File: src/rtl/vscale_scoreboard.sv
// vscale_scoreboard: per-register pending tracking and hazard
// control for long-latency writeback units beside the DX stage.
module vscale_scoreboard #(
  parameter int NUM_REGS  = 32,
  parameter int ADDR_W    = 5,
  parameter int NUM_UNITS = 2,
  parameter int UNIT_W    = 1,
  parameter int DEPTH     = 2,
  parameter int TIMEOUT   = 64
) (
  input  logic                        clk,
  input  logic                        reset_n,
  input  logic                        issue_valid,
  input  logic                        issue_wr,
  input  logic [ADDR_W-1:0]           issue_rd,
  input  logic                        issue_long,
  input  logic [UNIT_W-1:0]           issue_unit,
  input  logic [ADDR_W-1:0]           rs1_addr,
  input  logic [ADDR_W-1:0]           rs2_addr,
  input  logic                        rs1_used,
  input  logic                        rs2_used,
  input  logic [NUM_UNITS-1:0]        wb_valid,
  input  logic [NUM_UNITS*ADDR_W-1:0] wb_rd,
  input  logic                        flush,
  output logic                        stall_DX,
  output logic                        bypass_rs1,
  output logic                        bypass_rs2,
  output logic [UNIT_W-1:0]           bypass_rs1_sel,
  output logic [UNIT_W-1:0]           bypass_rs2_sel,
  output logic [NUM_REGS-1:0]         pending,
  output logic [NUM_UNITS-1:0]        unit_full,
  output logic                        busy,
  output logic [NUM_UNITS-1:0]        timeout
);
  localparam int CNT_W = $clog2(DEPTH + 1);
  localparam int WD_W  = $clog2(TIMEOUT + 1);

  logic [NUM_REGS-1:0]  pending_q, pending_d;
  logic [UNIT_W-1:0]    owner_q [NUM_REGS];
  logic [UNIT_W-1:0]    owner_d [NUM_REGS];
  logic [CNT_W-1:0]     cnt_q [NUM_UNITS];
  logic [CNT_W-1:0]     cnt_d [NUM_UNITS];
  logic [WD_W-1:0]      wdog_q [NUM_UNITS];
  logic [WD_W-1:0]      wdog_d [NUM_UNITS];
  logic [NUM_UNITS-1:0] timeout_q, timeout_d;
  logic [ADDR_W-1:0]    wb_addr [NUM_UNITS];
  logic [NUM_UNITS-1:0] wb_live, wb_own, full;
  logic [NUM_UNITS-1:0] inc, dec;
  logic                 hit1, hit2, m1, m2, mw;
  logic                 waw, strct, accept;
  logic [UNIT_W-1:0]    sel1, sel2;

  // Decode completions; a completion on an idle unit is ignored
  always_comb begin
    for (int u = 0; u < NUM_UNITS; u++) begin
      wb_addr[u] = wb_rd[u*ADDR_W +: ADDR_W];
      wb_live[u] = wb_valid[u] && (cnt_q[u] != '0);
      wb_own[u]  = wb_live[u] &&
                   (owner_q[wb_addr[u]] == UNIT_W'(u));
      full[u]    = (cnt_q[u] == CNT_W'(DEPTH));
    end
  end

  // Hazard detection; descending scan lets the lowest unit win
  always_comb begin
    m1   = 1'b0;
    m2   = 1'b0;
    mw   = 1'b0;
    sel1 = '0;
    sel2 = '0;
    for (int u = NUM_UNITS - 1; u >= 0; u--) begin
      if (wb_own[u] && wb_addr[u] == rs1_addr) begin
        m1   = 1'b1;
        sel1 = UNIT_W'(u);
      end
      if (wb_own[u] && wb_addr[u] == rs2_addr) begin
        m2   = 1'b1;
        sel2 = UNIT_W'(u);
      end
      if (wb_own[u] && wb_addr[u] == issue_rd)
        mw = 1'b1;
    end
    hit1 = rs1_used && (rs1_addr != '0) &&
           pending_q[rs1_addr];
    hit2 = rs2_used && (rs2_addr != '0) &&
           pending_q[rs2_addr];
    waw  = issue_valid && issue_wr &&
           pending_q[issue_rd] && !mw;
    strct = issue_valid && issue_long &&
            full[issue_unit] && !wb_valid[issue_unit];
    stall_DX = !flush && ((hit1 && !m1) ||
               (hit2 && !m2) || waw || strct);
    bypass_rs1     = hit1 && m1;
    bypass_rs2     = hit2 && m2;
    bypass_rs1_sel = sel1;
    bypass_rs2_sel = sel2;
    accept = issue_valid && !stall_DX && !flush;
  end

  // Next state: clears first so a same-cycle set wins
  always_comb begin
    pending_d = pending_q;
    owner_d   = owner_q;
    cnt_d     = cnt_q;
    wdog_d    = wdog_q;
    timeout_d = timeout_q;
    inc       = '0;
    dec       = '0;
    for (int u = 0; u < NUM_UNITS; u++) begin
      if (wb_own[u])
        pending_d[wb_addr[u]] = 1'b0;
    end
    if (accept && issue_long && issue_wr &&
        issue_rd != '0) begin
      pending_d[issue_rd] = 1'b1;
      owner_d[issue_rd]   = issue_unit;
    end
    for (int u = 0; u < NUM_UNITS; u++) begin
      inc[u] = accept && issue_long &&
               (issue_unit == UNIT_W'(u));
      dec[u] = wb_live[u];
      if (inc[u] && !dec[u])
        cnt_d[u] = cnt_q[u] + CNT_W'(1);
      else if (dec[u] && !inc[u])
        cnt_d[u] = cnt_q[u] - CNT_W'(1);
      if (wb_valid[u] || cnt_q[u] == '0) begin
        wdog_d[u] = '0;
      end else begin
        if (wdog_q[u] == WD_W'(TIMEOUT - 1))
          timeout_d[u] = 1'b1;
        if (wdog_q[u] != WD_W'(TIMEOUT))
          wdog_d[u] = wdog_q[u] + WD_W'(1);
      end
    end
    if (flush) begin
      pending_d = '0;
      timeout_d = '0;
      for (int u = 0; u < NUM_UNITS; u++) begin
        cnt_d[u]  = '0;
        wdog_d[u] = '0;
      end
    end
    pending_d[0] = 1'b0;
  end

  // State registers with synchronous reset
  always_ff @(posedge clk) begin
    if (!reset_n) begin
      pending_q <= '0;
      timeout_q <= '0;
      for (int r = 0; r < NUM_REGS; r++)
        owner_q[r] <= '0;
      for (int u = 0; u < NUM_UNITS; u++) begin
        cnt_q[u]  <= '0;
        wdog_q[u] <= '0;
      end
    end else begin
      pending_q <= pending_d;
      timeout_q <= timeout_d;
      owner_q   <= owner_d;
      cnt_q     <= cnt_d;
      wdog_q    <= wdog_d;
    end
  end

  assign pending   = pending_q;
  assign unit_full = full;
  assign busy      = |pending_q;
  assign timeout   = timeout_q;

endmodule
File: config.mk
export PLATFORM = sky130hd
export DESIGN_NAME = vscale_scoreboard
export DESIGN_NICKNAME = d
export VERILOG_FILES = /design/src/rtl/vscale_scoreboard.sv
export SDC_FILE = /design/constraint.sdc
export NUM_CORES = 1
export LEC_CHECK = 0
export BUFFER_PORTS_ARGS = -buffer_cell sky130_fd_sc_hd__buf_2
export CAP_MARGIN = 25
export CORE_AREA = 2 2 120 99
export DETAILED_ROUTE_END_ITERATION = 6
export DIE_AREA = 0 0 122 101
export PLACE_DENSITY = 0.75
export RECOVER_POWER = 25
export SYNTH_ARGS = -nofsm -noshare
export SYNTH_HDL_FRONTEND = slang
export SYNTH_SLANG_ARGS = --single-unit
File: constraint.sdc
create_clock -name clk -period 3.6 [get_ports clk]
set_input_delay 0.54 -clock clk [delete_from_list [all_inputs] [get_ports clk]]
set_output_delay 0.54 -clock clk [all_outputs]
set_load 0.01 [all_outputs]
Word-level counts from Yosys, hierarchy flattened
Cells that the tools add are included.
- bitwise operators: 13
- multiplexer cells: 40
- order comparisons: 13
- reduce and logical (&&, ||, !) cells: 70
- $add $sub $neg: 6
- equality and inequality tests: 12
- operators by type and width (operator ; count):
    $mux W32 ; 3
    $and A32 B32 Y32 ; 2
    $not A32 Y32 ; 2
    $logic_and A1 B1 Y1 ; 40
    $bwmux W32 ; 1
    $or A32 B32 Y32 ; 1
    $reduce_or A32 Y1 ; 1
    $eq A5 B5 Y1 ; 6
    $lt A5 B6 Y1 const B ; 5
    $bmux W1 S5 ; 5
    $mux W1 ; 23
    $demux W1 S5 ; 4
    $ge A6 B6 Y1 const B ; 3
    $not A5 Y6 ; 3
    $ge A5 B1 Y1 const B ; 3
    $reduce_bool A5 Y1 ; 3
    $add A7 B1 Y7 const B ; 2
    $eq A7 B6 Y1 const B ; 2
    $ne A7 B7 Y1 const B ; 2
    $logic_not A1 Y1 ; 10
    $mux W2 ; 4
    $reduce_bool A2 Y1 ; 4
    $lt A6 B1 Y1 const B ; 1
    $reduce_or A3 Y1 ; 2
    other kinds (9) ; 22
- register bits after elaboration: 84
- bits of input ports: 36
- output and inout port bits: 42
- logic and storage cells: 194

Depth between registers and ports, before layout
- depth after elaboration: 23
- gate-level depth with buffers: 17
- gate-level depth less buffers: 12

Worst setup path before layout
No wires, ideal clock.
- kind: input-to-reg
- from: in wb_rd[2]
- to: reg cnt_q[1] in the netlist's numbering
- slack: 0.054 ns
- arrival time: 3.475 ns
- library setup time: 0.070 ns
- required time: 3.530 ns
- cell stages on the path: 13
- buffers on the path: 3
- path through: clkbuf_1 > clkbuf_1 > nor4b_1 > a2111oi_4 > and3_1 > buf_4 > and4_1 > o311a_4 > and2_1 > and3_1 > ha_1 > or3_1 > a21oi_1
- word-level cells in the longest chain between the ends: 22
- elaborated cells between the ends (all ways): 35
- those cells by class: eq/ne: 3; mux: 7; bitwise: 2; reduce/logical: 23
- ends and longest elaborated chain (item ; line ; source):
    start, declared ; 23 ; input logic [NUM_UNITS*ADDR_W-1:0] wb_rd,
    $not A5 Y6 (not written as such) ; 59 ; (owner_q[wb_addr[u]] == UNIT_W'(u));
    $bmux W1 S5 ; 59 ;
    $mux W1 (not written as such) (2 in a row) ; 59 ;
    $not A1 Y1 ; 59 ;
    $logic_and A1 B1 Y1 ; 58 ; wb_own[u] = wb_live[u] &&
    $logic_and A1 B1 Y1 (on tied branches) ; 72, 76 ;
    $mux W1 (on tied branches) ; 72, 76 ;
    $logic_not A1 Y1 (on tied branches) ; 91, 92 ;
    (+2 left out) ; - ;
    $logic_or A1 B1 Y1 * (2 in a row) ; 92 ; (hit2 && !m2) || waw || strct);
    $logic_and A1 B1 Y1 * ; 91 ; stall_DX = !flush && ((hit1 && !m1) ||
    $logic_not A1 Y1 * ; 97 ; accept = issue_valid && !stall_DX && !flush;
    $logic_and A1 B1 Y1 * (2 in a row) ; 97 ;
    $logic_and A1 B1 Y1 * (2 in a row) ; 119 ; inc[u] = accept && issue_long &&
    $logic_not A1 Y1 ; 124 ; else if (dec[u] && !inc[u])
    $logic_and A1 B1 Y1 ; 124 ;
    $reduce_bool A2 Y1 (no line) ; - ;
    end signal, assigned ; 161 ; cnt_q <= cnt_d;
    end, declared ; 41 ; logic [CNT_W-1:0] cnt_q [NUM_UNITS];
Every way passes the cells marked *; elsewhere a longest branch is shown, timed or not. The select of a mux whose other input is x is not followed.
A chain may end at the register's enable or synchronous reset.

Worst setup path after layout
- from: in wb_rd[5]
- to: out stall_DX
- word-level cells in the longest chain between the ends: 14
- elaborated cells between the ends (all ways): 27
- those cells by class: eq/ne: 3; mux: 9; bitwise: 1; reduce/logical: 14
- ends and longest elaborated chain (item ; line ; source):
    $not A5 Y6 (not written as such) ; 59 ;
    $bmux W1 S5 ; 59 ;
    $mux W1 (not written as such) (2 in a row) ; 59 ;
    $logic_and A1 B1 Y1 ; 58 ;
    $logic_and A1 B1 Y1 (on tied branches) ; 72, 76 ;
    $mux W1 (on tied branches) (2 in a row) ; 72, 76 ;
    $logic_not A1 Y1 (on tied branches) ; 91, 92 ;
    $logic_and A1 B1 Y1 (on tied branches) ; 91, 92 ;
    $logic_or A1 B1 Y1 ; 91 ;
    $logic_or A1 B1 Y1 * (2 in a row) ; 92 ;
    $logic_and A1 B1 Y1 * ; 91 ;
    end, declared ; 25 ; output logic stall_DX,
Marked as above.

==> metrics <==
pre-CTS WS=-0.0965 ns; CTS tree=yes; routed length per instance=between 20 and 25 um; Worst Path Required=between 3 and 4 ns; Max-slew headroom=-1.96%; total CTS buffers=9; diode count=0; grt total ovfl=0; RSZ-0062 raised after global routing=false; first-pass GRT wire length=roughly 30,000 um; Setup Viol. Count Final=0; height of the die=101 um; CTS Sinks=a little over 80; Critical Path Start=wb_rd[5]; Main synth FF type=dfxtp_1; status=finished with violations; leading area contributor after synthesis=dfxtp_1; clk_lat worst skew=0.34 ns; Clk pin slew, worst setup/hold paths=approximately 0.06 ns; yosys warns=0; Final Worst Setup Slack=about 0.15 ns; Syn-to-layout area delta=15.7%; crit path max fanout=8; setup slack, reg-to-reg=between 0.3 and 0.4 ns; Synth Register Bits=83; site row count=35; Setup Buffers After CTS=0; failing checks=capacitance limit, slew limit; drt total wl=19,800 um; vias per cell=between 6 and 7; fin crit period=3.45 ns; Max Cap Viol=1; Synth cell types=56; r2r worst-path depth=11; Area contributors post-synth=dfxtp_1 29%, mux4_2 12%, mux2i_1 9.2%, o221ai_1 5.2%, nand3_1 4.1%; nets@finish=752; FF-to-FF Start=owner_q[20]; Initial Utilization=between 50% and 60%; GP Congestion=about 1.0; # DRC=0; # IOs=78; clock buffer depth=2; achievable frequency=between 200 and 300 MHz; number of H-tree levels=3; Tot GR Track Use=between 30% and 40%; count leader, synth=dfxtp_1; share of cells above drive strength 1=approximately 20%; Port Buffer Count=76; pin count of the biggest net entering global routing=35; measured slew at the worst slew-check pin=approximately 1.5 ns; Pwr Density=roughly 320 nW/um^2; initial antenna violation count=0; Hold Vio Cnt, Final=0; Layout Utilization=around 60%; register area share after synthesis=between 20 and 30%; CP startpoint kind=primary input; Worst Hold Margin=~0.48 ns; Setup CP Type=in2out; Final HPWL DP=between 10,000 and 15,000 um; worst r2r dst=cnt_q[1]; synthesized area per cell=roughly 9.0 um^2; vias in the first global route=5,464; Tcrit/Tclk final=a little over nine tenths; Synth top cells by count=83 x dfxtp_1, 53 x mux2i_1, 47 x nand3_1, 44 x nand2_1, 38 x a21oi_1; DR pass1 iterations=6; Worst Setup EP=stall_DX; drt first-iter violations=about 840; core area=between 10,000 and 15,000 um^2; remaining antenna violation count after routing=0; Via Count=approximately 5,900; CTS resizes=0; Post-Syn Nets=~680; Max Slew Vio Count=35; Die W=approximately 120 um; crit path capture type=output pin; clk_skew=approximately 0.0075 ns; Mapped Cells=639; mapped cell area=5750 um^2; Worst Hold Class=reg2reg; Post-synth EDFFs=0; Peak supply drop=around 0.00025 V; post-synth top area share=between 20 and 30%; P_leak=~2.5 nW; FFs w/ async S/R, synth=0%; CTS root buf=clkbuf_16; CP arrival=about 2.9 ns; area of the die=around 12,000 um^2; fillers=approximately 1,000; CTS Hold Bufs=0
## worst max-delay path, stage by stage
cell	delay, ns
clkbuf_4	0.23
mux4_2	0.53
a32oi_1	0.28
o311ai_1	0.25
o21ai_1	0.23
nor4_1	0.11
o311a_4	0.32
and2_1	0.17
nor2_1	0.10
buf_2	0.15
## routing by layer
layer,global-route usage (%),vias to the layer above,share of wire (%)
li1,-,2553,-
met1,41.6,2782,39
met2,49.3,452,43
met3,11.3,89,13
met4,13.1,0,4.4
met5,0.417,-,0
## sequential cells by signal (all words and copies together), names as in the netlist
signal,count
pending,31
timeout,2
owner_q,32
wdog_q,14
cnt_q,4
## final cells by class
type	instances	area, um^2	share of cell area, %
Clock buffer	11	243	3.65
Clock inverter	5	60.1	0.903
Inverter	13	48.8	0.733
Multi-Input combinational cell	485	3780	56.8
Sequential cell	83	1660	25.0
Tap cell	148	185	2.78
Timing Repair Buffer	118	673	10.1
## cells in the final DEF (no fill, tap or decap), types with 7 or more instances in the layout
cell type / n
dfxtp_1: 83
mux2i_1: 53
buf_2: 48
nand3_1: 47
nand2_1: 44
a21oi_1: 38
buf_4: 38
o221ai_1: 34
nor3_1: 32
clkbuf_1: 31
mux4_2: 30
nor2_1: 28
xor2_1: 26
xnor2_1: 20
inv_1: 13
nand2b_1: 12
nand3b_1: 9
nand4_1: 9
or3_1: 9
nor4_1: 9
clkbuf_16: 9
nand4b_1: 7
## report_power, final
group          switching, W  leakage, nW  internal (W)
clock network      0.000391        0.146      0.000559
logic              0.000172         1.71      0.000102
registers        0.00000217        0.668      0.000920
total              0.000564         2.53       0.00158
## per-stage QoR
step / area (um^2) / setup TNS (ns) / cells / total power, W
final: 6650 / 0 / 863 / 0.00215
after global routing: 6650 / 0 / 863 / 0.00221
after CTS: 6670 / 0 / 862 / 0.00214
after detailed placement: 6370 / -0.0965 / 846 / 0.00120
after global placement: 6370 / -0.0298 / 846 / 0.00120
after floorplan: 5750 / 0 / 639 / 0.00112
## how the worst min path moves through the flow
stage          slack (ns)     endpoint        start  cells past startpoint
2_1_floorplan        0.44  owner_q[31]  owner_q[31]                      1
5_1_grt              0.49   timeout[1]   timeout[1]                      2
4_1_cts              0.47   timeout[1]   timeout[1]                      2
3_5_place_dp         0.46   timeout[1]   timeout[1]                      2
6_report             0.48   timeout[1]   timeout[1]                      2
3_3_place_gp         0.46  owner_q[27]  owner_q[27]                      2
## cells by family after synthesis
kind of cell | count (synthesis) | synth area share [%]
buffers and inverters | 71 | 5.35
AND/OR/NAND/NOR | 243 | 23.0
AO/OA/AOI/OAI | 104 | 13.1
multiplexers | 85 | 21.4
other | 1 | 0.0652
adder cells (fa/ha/maj) | 6 | 1.31
XOR/XNOR | 46 | 7.00
flip-flops | 83 | 28.9
(Power assumes the default switching activity.)
